<file path="config.mk">
export PLATFORM = sky130hd
export DESIGN_NAME = hazard_ctrl
export DESIGN_NICKNAME = d
export VERILOG_FILES = /design/src/rtl/hazard_ctrl_pkg.sv /design/src/rtl/sat_counter.sv /design/src/rtl/hazard_ctrl.sv
export SDC_FILE = /design/constraint.sdc
export NUM_CORES = 1
export LEC_CHECK = 0
export BUFFER_PORTS_ARGS = -buffer_cell sky130_fd_sc_hd__buf_2
export CORE_MARGIN = 4
export CORE_UTILIZATION = 50
export DETAILED_ROUTE_END_ITERATION = 12
export GPL_TIMING_DRIVEN = 0
export PLACE_DENSITY = 0.89
export SETUP_SLACK_MARGIN = 0.05
export SLEW_MARGIN = 0
export SYNTH_ARGS = -nofsm -noshare
export SYNTH_HDL_FRONTEND = slang
export SYNTH_SLANG_ARGS = --single-unit
</file>
<file path="constraint.sdc">
create_clock -name clock -period 2.6 [get_ports clock]
set_input_delay 0.13 -clock clock [delete_from_list [all_inputs] [get_ports clock]]
set_output_delay 0.13 -clock clock [all_outputs]
set_load 0.02 [all_outputs]
</file>
<file path="src/rtl/hazard_ctrl_pkg.sv">
// Shared state encodings and sizing helpers for the pipeline hazard controller.
package hazard_ctrl_pkg;
   localparam int STATE_W = 2;

   typedef enum logic [STATE_W-1:0] {
      ST_RUN        = 2'd0,
      ST_LOAD_STALL = 2'd1,
      ST_FLUSH      = 2'd2,
      ST_MEM_WAIT   = 2'd3
   } state_e;

   function automatic int max2(input int a, input int b);
      return (a > b) ? a : b;
   endfunction
endpackage

</file>
<file path="src/rtl/sat_counter.sv">
// Saturating up-counter with synchronous clear; clear wins over increment.
module sat_counter #(
   parameter int W = 16
) (
   input  logic         clock,
   input  logic         resetn,
   input  logic         clr,
   input  logic         inc,
   output logic [W-1:0] q
);
   logic [W-1:0] q_q, q_d;

   // next count: clear, else step unless already all-ones
   always_comb begin
      q_d = q_q;
      if (clr)
         q_d = '0;
      else if (inc && !(&q_q))
         q_d = q_q + 1'b1;
   end

   // count register
   always_ff @(posedge clock or negedge resetn) begin
      if (!resetn) q_q <= '0;
      else         q_q <= q_d;
   end

   assign q = q_q;
endmodule

</file>
<file path="src/rtl/hazard_ctrl.sv">
// Pipeline sequencing for IF/ID, ID/EX and PC: load-use bubbles, taken-branch
// flushes and a full freeze while data memory is busy, plus debug counters.
module hazard_ctrl
   import hazard_ctrl_pkg::*;
#(
   parameter int ADDR_W      = 6,
   parameter int CNT_W       = 16,
   parameter int LOAD_STALLS = 1,
   parameter int BR_PENALTY  = 1
) (
   input  logic               clock,
   input  logic               resetn,
   input  logic [ADDR_W-1:0]  id_rs,
   input  logic [ADDR_W-1:0]  id_rt,
   input  logic               id_rs_used,
   input  logic               id_rt_used,
   input  logic [ADDR_W-1:0]  ex_rd,
   input  logic               ex_mem_read,
   input  logic               ex_br_taken,
   input  logic               mem_busy,
   input  logic               cnt_clr,
   output logic               pc_we,
   output logic               ifid_we,
   output logic               ifid_flush,
   output logic               idex_we,
   output logic               idex_flush,
   output logic [STATE_W-1:0] state,
   output logic [CNT_W-1:0]   stall_cnt,
   output logic [CNT_W-1:0]   flush_cnt
);
   localparam int REM_MAX = max2(LOAD_STALLS, BR_PENALTY);
   localparam int REM_W   = $clog2(REM_MAX + 1);
   localparam logic [REM_W-1:0] LS_INIT = REM_W'(LOAD_STALLS - 1);
   localparam logic [REM_W-1:0] BP_INIT = REM_W'(BR_PENALTY - 1);
   localparam logic [REM_W-1:0] REM_ONE = REM_W'(1);

   state_e           state_q, state_d;
   logic [REM_W-1:0] rem_q, rem_d;
   logic             pc_we_c, ifid_we_c, ifid_flush_c, idex_we_c, idex_flush_c;
   logic             flush_evt;
   logic             hazard;

   // r0 is hardwired, so a load targeting it never forms a dependency
   function automatic logic load_use(
      input logic [ADDR_W-1:0] rs, input logic [ADDR_W-1:0] rt,
      input logic rs_used, input logic rt_used,
      input logic [ADDR_W-1:0] rd, input logic mem_read);
      return mem_read && (rd != '0) &&
             ((rs_used && (rs == rd)) || (rt_used && (rt == rd)));
   endfunction

   assign hazard = load_use(id_rs, id_rt, id_rs_used, id_rt_used, ex_rd, ex_mem_read);

   // enables, flushes and next state; mem_busy > branch > hazard everywhere
   always_comb begin
      state_d      = state_q;
      rem_d        = rem_q;
      pc_we_c      = 1'b0;
      ifid_we_c    = 1'b0;
      ifid_flush_c = 1'b0;
      idex_we_c    = 1'b0;
      idex_flush_c = 1'b0;
      flush_evt    = 1'b0;
      if (mem_busy) begin
         // whole pipe frozen; a stall/flush in progress simply resumes later
         if (state_q == ST_RUN) state_d = ST_MEM_WAIT;
      end else begin
         case (state_q)
            ST_MEM_WAIT: state_d = ST_RUN;
            ST_FLUSH: begin
               {pc_we_c, ifid_we_c, idex_we_c} = 3'b111;
               {ifid_flush_c, idex_flush_c}    = 2'b11;
               rem_d = rem_q - 1'b1;
               if (rem_q == REM_ONE) state_d = ST_RUN;
            end
            ST_LOAD_STALL: begin
               idex_we_c    = 1'b1;
               idex_flush_c = 1'b1;
               rem_d = rem_q - 1'b1;
               if (rem_q == REM_ONE) state_d = ST_RUN;
            end
            default: begin
               if (ex_br_taken) begin
                  {pc_we_c, ifid_we_c, idex_we_c} = 3'b111;
                  {ifid_flush_c, idex_flush_c}    = 2'b11;
                  flush_evt = 1'b1;
                  if (BR_PENALTY > 1) begin
                     rem_d   = BP_INIT;
                     state_d = ST_FLUSH;
                  end
               end else if (hazard) begin
                  idex_we_c    = 1'b1;
                  idex_flush_c = 1'b1;
                  if (LOAD_STALLS > 1) begin
                     rem_d   = LS_INIT;
                     state_d = ST_LOAD_STALL;
                  end
               end else begin
                  {pc_we_c, ifid_we_c, idex_we_c} = 3'b111;
               end
            end
         endcase
      end
   end

   // state and bubble/flush down-counter
   always_ff @(posedge clock or negedge resetn) begin
      if (!resetn) begin
         state_q <= ST_RUN;
         rem_q   <= '0;
      end else begin
         state_q <= state_d;
         rem_q   <= rem_d;
      end
   end

   assign pc_we      = resetn & pc_we_c;
   assign ifid_we    = resetn & ifid_we_c;
   assign ifid_flush = resetn & ifid_flush_c;
   assign idex_we    = resetn & idex_we_c;
   assign idex_flush = resetn & idex_flush_c;
   assign state      = state_q;

   sat_counter #(.W(CNT_W)) u_stall_cnt (
      .clock(clock), .resetn(resetn), .clr(cnt_clr), .inc(~pc_we), .q(stall_cnt));

   sat_counter #(.W(CNT_W)) u_flush_cnt (
      .clock(clock), .resetn(resetn), .clr(cnt_clr), .inc(flush_evt), .q(flush_cnt));
endmodule

</file>
==> results of run 1 <==
-- final cells by class --
cell class	count	area, µm²
plain buffers	8	52.6
clock buffers	7	86.3
fillers	318	1300
inverters	5	18.8
multi-input cells	167	1040
flip-flops and latches	33	826
well taps	48	60.1
repair buffers	64	328
-- path summary, 6_finish.rpt --
path / start / to / slack (ns)
worst max-delay path: resetn / pc_we / 0.36
worst min-delay path: mem_busy / state[0]$_DFFE_PN0P_ / 0.08
worst max register to register: u_flush_cnt.q[0]$_DFFE_PN0P_ / u_flush_cnt.q[15]$_DFFE_PN0P_ / 0.46
worst min register to register: u_flush_cnt.q[1]$_DFFE_PN0P_ / u_flush_cnt.q[1]$_DFFE_PN0P_ / 0.57
max in group asynchronous: resetn / u_flush_cnt.q[14]$_DFFE_PN0P_ / 1.91
min in group asynchronous: resetn / u_stall_cnt.q[4]$_DFFE_PN0P_ / 0.35
-- timing repair --
action | CTS | global route
resized for setup | 0 | 1
hold endpoints to repair | 33 | 0
hold buffers | 1 | 0
endpoints found under the setup margin | 0 | 2
setup buffers | 0 | 0
-- power by group through the flow --
stage               Sequential (µW)  Combinational [µW]  Clock [µW]
CTS                             559                 277         400
detailed placement              569                 274           0
floorplan                       591                 153           0
global placement                568                 268           0
finish                          560                 273         389
global route                    562                 300         423
-- cells by family (layout without fill, tap and decap cells) --
family	after synthesis	count (layout)	synth area share [%]
AOI/OAI and AO/OA	11	11	4.90
xor gates and xnor gates	40	40	18.1
DFF	33	33	42.6
and+or+nand+nor	113	113	28.9
buffers and inverters	13	84	3.67
adders and majority gates	3	3	1.93
-- worst register-to-register path: stages (launching register included) --
cell     delay, ns
dfrtp_1       0.42
ha_1          0.26
nand2_1       0.11
nor4_1        0.07
or3_1         0.42
nor2_1        0.31
nand4_1       0.17
xor2_1        0.18
nor2_1        0.06
-- state kept, by name (all words and copies together) (netlist names) --
signal	count
u_flush_cnt.q	16
u_stall_cnt.q	16
state	1
-- layout by cell type (no fill, tap or decap), types with 2 or more instances in the layout --
cell type and instances:
xnor2_1 29, a31o_2 2, nand4_1 9, nor4b_1 2, ha_1 3, xor2_1 11, buf_4 2, buf_2 62
clkbuf_1 4, nor3_2 2, nand2_1 21, nor2_1 41, inv_1 5, clkbuf_8 6, or3_1 2, nor3_1 6
dfrtp_1 33, buf_6 2, o21ai_0 2, a21oi_1 4, and3_1 4, nor4_1 5, nand3_1 14
-- per-stage QoR --
stage	std cells	total power [µW]	cell area (µm²)	util (%)	hold WS (ns)
2_1_floorplan	213	745	1940	-	-0.166
3_3_place_gp	324	836	2320	62.3	0.236
3_5_place_dp	324	843	2320	62.3	0.242
4_1_cts	332	1240	2410	64.9	0.0804
5_1_grt	332	1290	2410	65.0	0.0936
6_report	332	1220	2410	65.0	0.0820
-- routing by layer --
| layer | part of all wire [%] | track usage (%) | vias up |
|---|---|---|---|
| met3 | 6.4 | 5.61 | 6 |
| met2 | 51 | 34.7 | 54 |
| met1 | 41 | 23.7 | 834 |
| li1 | - | - | 859 |
| met4 | 1.1 | 4.68 | 0 |
| met5 | 0 | 0 | - |
==> flow_summary.ini, run 1 <==
[yosys]
synth_nets = 242
synthTopCellsByCount = nor2_1, dfrtp_1, xnor2_1
synthTopCellsByArea = dfrtp_1, xnor2_1, nor2_1, xor2_1, nand2_1
synthFlopType = dfrtp_1
ys_seq_elements = 33
yosysTopAreaCellShare_pct = 42.6
synth_cells = 213
syn_avg_cell_area_um2 = 9.11
synth_edf_count = 0
yosys.area.top_type = dfrtp_1
yosysMostFrequentCell = nor2_1
mappedNetlistArea_um2 = 1940
async_flop_share_pct = 100
ys_seq_area_share_pct = 42.6
ys_warn_count = 0
ys_types = 32

[worst_hold_path]
holdPathStages = 3
hold_class = input pin to flop

[cts]
h-tree-depth = 2
path_clk_slew_ns = 0.06
clock_latency_ns = 0.28
cts_tree = done
cts_buffers = 5
clk_path_buf_depth = 2
root_buffer = clkbuf_8
clock_sinks = 33

[cells_and_area]
nets = 313
drive_gt1_share_pct = 28.9
area_growth_pct = 24.4
n_antenna_cell = 0

[power]
ir_drop_mv = 0.298
pwr-share-comb_pct = 22.3
clockPowerShare_pct = 31.9
power.switching_uw = 369
p_leak_uw = 0.00115
power_density_nw_per_um2 = 506
switching_share_pct = 30.2
seqPwrFrac_pct = 45.8
internal_power_uw = 853

[worst_setup_path]
crit_buf_inv = 5
crit_arrival_ns = 2.11
rr_worst_depth = 8
cp_slowest_cell = dlygate4sd3_1
cp.required_ns = 2.47
worstPathCellList = dlygate4sd3_1, clkbuf_4, nand2_1, a41oi_4, buf_6, buf_4, buf_2
cpLargestDelayFamily = buffers and inverters
end_kind = output pin
max_stage_delay_ns = 0.52
cp_max_fo = 35
start_kind = input pin
cp.depth = 7
critPathKind = input pin to output pin

[timing]
tightest_slew_ns = 0.492
fmax_ghz = 0.447
fin_crit_ns = 2.24
period_share_pct = 86.0
rsz0062_at_grt = no
hold_viol_final = 0
tns_ns = 0
setup_ws_ns = 0.365
setup_viol = 0
final-max-slew-violation-count = 0
slew_headroom_pct = 67.2
finalClockSkew_ns = 0.00323

[global_routing]
track_usage_pct = 19.8
first_global_vias = 1734
gr-total-overflow = 0
grt_max_degree = 36
antenna_found_initial = 0
grt_pass1_wl_um = 7960

[drt]
wl_um = 4600
post-route-drc-count = 0
via_count = 1753
firstDrtPassIters = 4
wire_per_inst_um = 13.9
drtIter0Drc = 193
ant_nets = 0
viasPerCell = 5.28

[run]
cap_violations = 0

[floorplan]
start_util_pct = 52.2
pin_count = 65
row_count = 22
die_w_um = 70.3
die_y_um = 70.3
dieArea_um2 = 4940
core_area_um2 = 3720

[place]
port_buffers = 63
gp_congestion = 0.820
place_hpwl_um = 3470
place_worst_setup_slack_ns = 0.485

[outcome]
outcome = complete, no violations
Power figures use the tool's default switching activity.
==> run 2: changes to the inputs <==
CELL_PAD_IN_SITES_DETAIL_PLACEMENT = 1   (was not set)
CELL_PAD_IN_SITES_GLOBAL_PLACEMENT = 1   (was not set)
CORE_UTILIZATION = 37   (was 50)
PLACE_DENSITY = 0.9   (was 0.89)
==> run 2 against run 1 <==
Register-to-register slack gained 0.03 ns. Sequential power is essentially flat. Core utilization shrank 17 points. Cell count grew 7.2%. Highest routed layer unchanged. Count of clock-buffer cells in the layout shrank 1. Worst hold slack gained 0.0041 ns.
==> flow_summary.ini, run 2 (synthesis gave the netlist of run 1 again) <==
[drt]
post-route-drc-count = 0
wl_um = 5220
wire_per_inst_um = 14.7
viasPerCell = 5.02
ant_nets = 0
drtIter0Drc = 49
firstDrtPassIters = 5
via_count = 1788

[timing]
tightest_slew_ns = 0.519
fmax_ghz = 0.473
setup_ws_ns = 0.486
tns_ns = 0
fin_crit_ns = 2.11
final-max-slew-violation-count = 0
hold_viol_final = 0
setup_viol = 0
period_share_pct = 81.3
rsz0062_at_grt = no
slew_headroom_pct = 65.4
finalClockSkew_ns = 0.00432

[run]
cap_violations = 0

[floorplan]
die_w_um = 80.4
pin_count = 65
core_area_um2 = 5110
die_y_um = 80.4
dieArea_um2 = 6470
row_count = 26
start_util_pct = 38.0

[place]
placedCellCount = 346
place_hpwl_um = 4020
port_buffers = 63
place_worst_setup_slack_ns = 0.473
gp_congestion = 0.789

[cells_and_area]
layout_common_cells = buf_2, nor2_1, dfrtp_1, xnor2_1, nand2_1
instances_no_fill = 356
drive_gt1_share_pct = 29.4
final_common_cell = buf_2
nets = 314
postLayoutCoreUtil_pct = 48.1
area_growth_pct = 26.6
n_antenna_cell = 0

[global_routing]
antenna_found_initial = 0
track_usage_pct = 17.6
grt_pass1_wl_um = 8720
gr-total-overflow = 0
first_global_vias = 1835
grt_max_degree = 34

[cts]
root_buffer = clkbuf_8
h-tree-depth = 2
post_cts_buffers = 0
cts_resized = 0
path_clk_slew_ns = 0.07
clk_path_buf_depth = 2
cts_tree = done
cts_buffers = 5
clock_latency_ns = 0.29
clock_sinks = 33

[worst_setup_path]
critPathKind = flop to flop
crit_path_start = u_flush_cnt.q[0]$_DFFE_PN0P_
critPathCapture = u_flush_cnt.q[15]$_DFFE_PN0P_
cp_max_fo = 4
max_stage_delay_ns = 0.42
worstPathCellList = ha_1, nand2_1, nor4_1, or3_1, nor2_1, nand4_1, xor2_1, nor2_1
crit_arrival_ns = 2.26
cp.required_ns = 2.75
rr_endpoint = u_flush_cnt.q[15]$_DFFE_PN0P_
cp_slowest_cell = dfrtp_1
end_kind = flop
reg2reg_slack_ns = 0.49
rr_worst_depth = 8
cp_common_cell = nor2_1
start_kind = flop
r2r-start = u_flush_cnt.q[0]$_DFFE_PN0P_

[outcome]
outcome = complete, no violations

[worst_hold_path]
hold_class = input pin to flop

[power]
p_leak_uw = 0.00115
power_density_nw_per_um2 = 495
ir_drop_mv = 0.234
run 2: through the flow:
stage                     hold WS, ns  cell area [µm²]  power [µW]
after floorplan                -0.166             1940         745
after global placement          0.252             2340         841
after detailed placement        0.259             2340         851
after CTS                      0.0808             2460        1240
after global routing           0.0965             2460        1290
final                          0.0861             2460        1220
run 2: worst min-delay path by stage:
| stage | startpoint | endpoint | slack (ns) | cells past startpoint |
|---|---|---|---|---|
| finish | mem_busy | state[0]$_DFFE_PN0P_ | 0.09 | 3 |
| global route | mem_busy | state[0]$_DFFE_PN0P_ | 0.1 | 3 |
| CTS | mem_busy | state[0]$_DFFE_PN0P_ | 0.08 | 3 |
| detailed placement | resetn | u_stall_cnt.q[5]$_DFFE_PN0P_ | 0.26 | 1 |
| global placement | resetn | u_stall_cnt.q[4]$_DFFE_PN0P_ | 0.25 | 1 |
| floorplan | resetn | state[0]$_DFFE_PN0P_ | -0.17 | 0 |
run 2: cell type report:
cell class,count,area [µm²]
sequential,33,826
buffer,8,52.6
tap,70,87.6
timing repair buffer,65,345
clock inverter,2,10.0
multi-input combinational,167,1040
fill,643,2650
inverter,5,18.8
clock buffer,6,72.6
run 2: timing repair:
item	4_1_cts	5_1_grt
hold buffers	2	0
setup endpoints to repair	0	0
hold endpoints to repair	33	0
run 2: layer usage:
layer / wire length [µm] / global-route usage, %
met1: 2170 / 20.1
met2: 2760 / 31.9
met3: 210 / 3.59
met4: 78 / 6.59
met5: 0 / 0
run 2: worst max-delay path, delay by kind of cell, from the launching register on:
family / cells / cell delay (ns)
flops: 1 / 0.42
simple gates: 6 / 1.15
fa+ha+maj: 1 / 0.26
xor+xnor: 1 / 0.15
run 2: power breakdown:
part / internal, µW / switching, µW / leakage, µW / total [µW]
logic: 112 / 171 / 0.000653 / 283
clock network: 185 / 188 / 0.0000450 / 373
registers: 534 / 26.2 / 0.000457 / 560
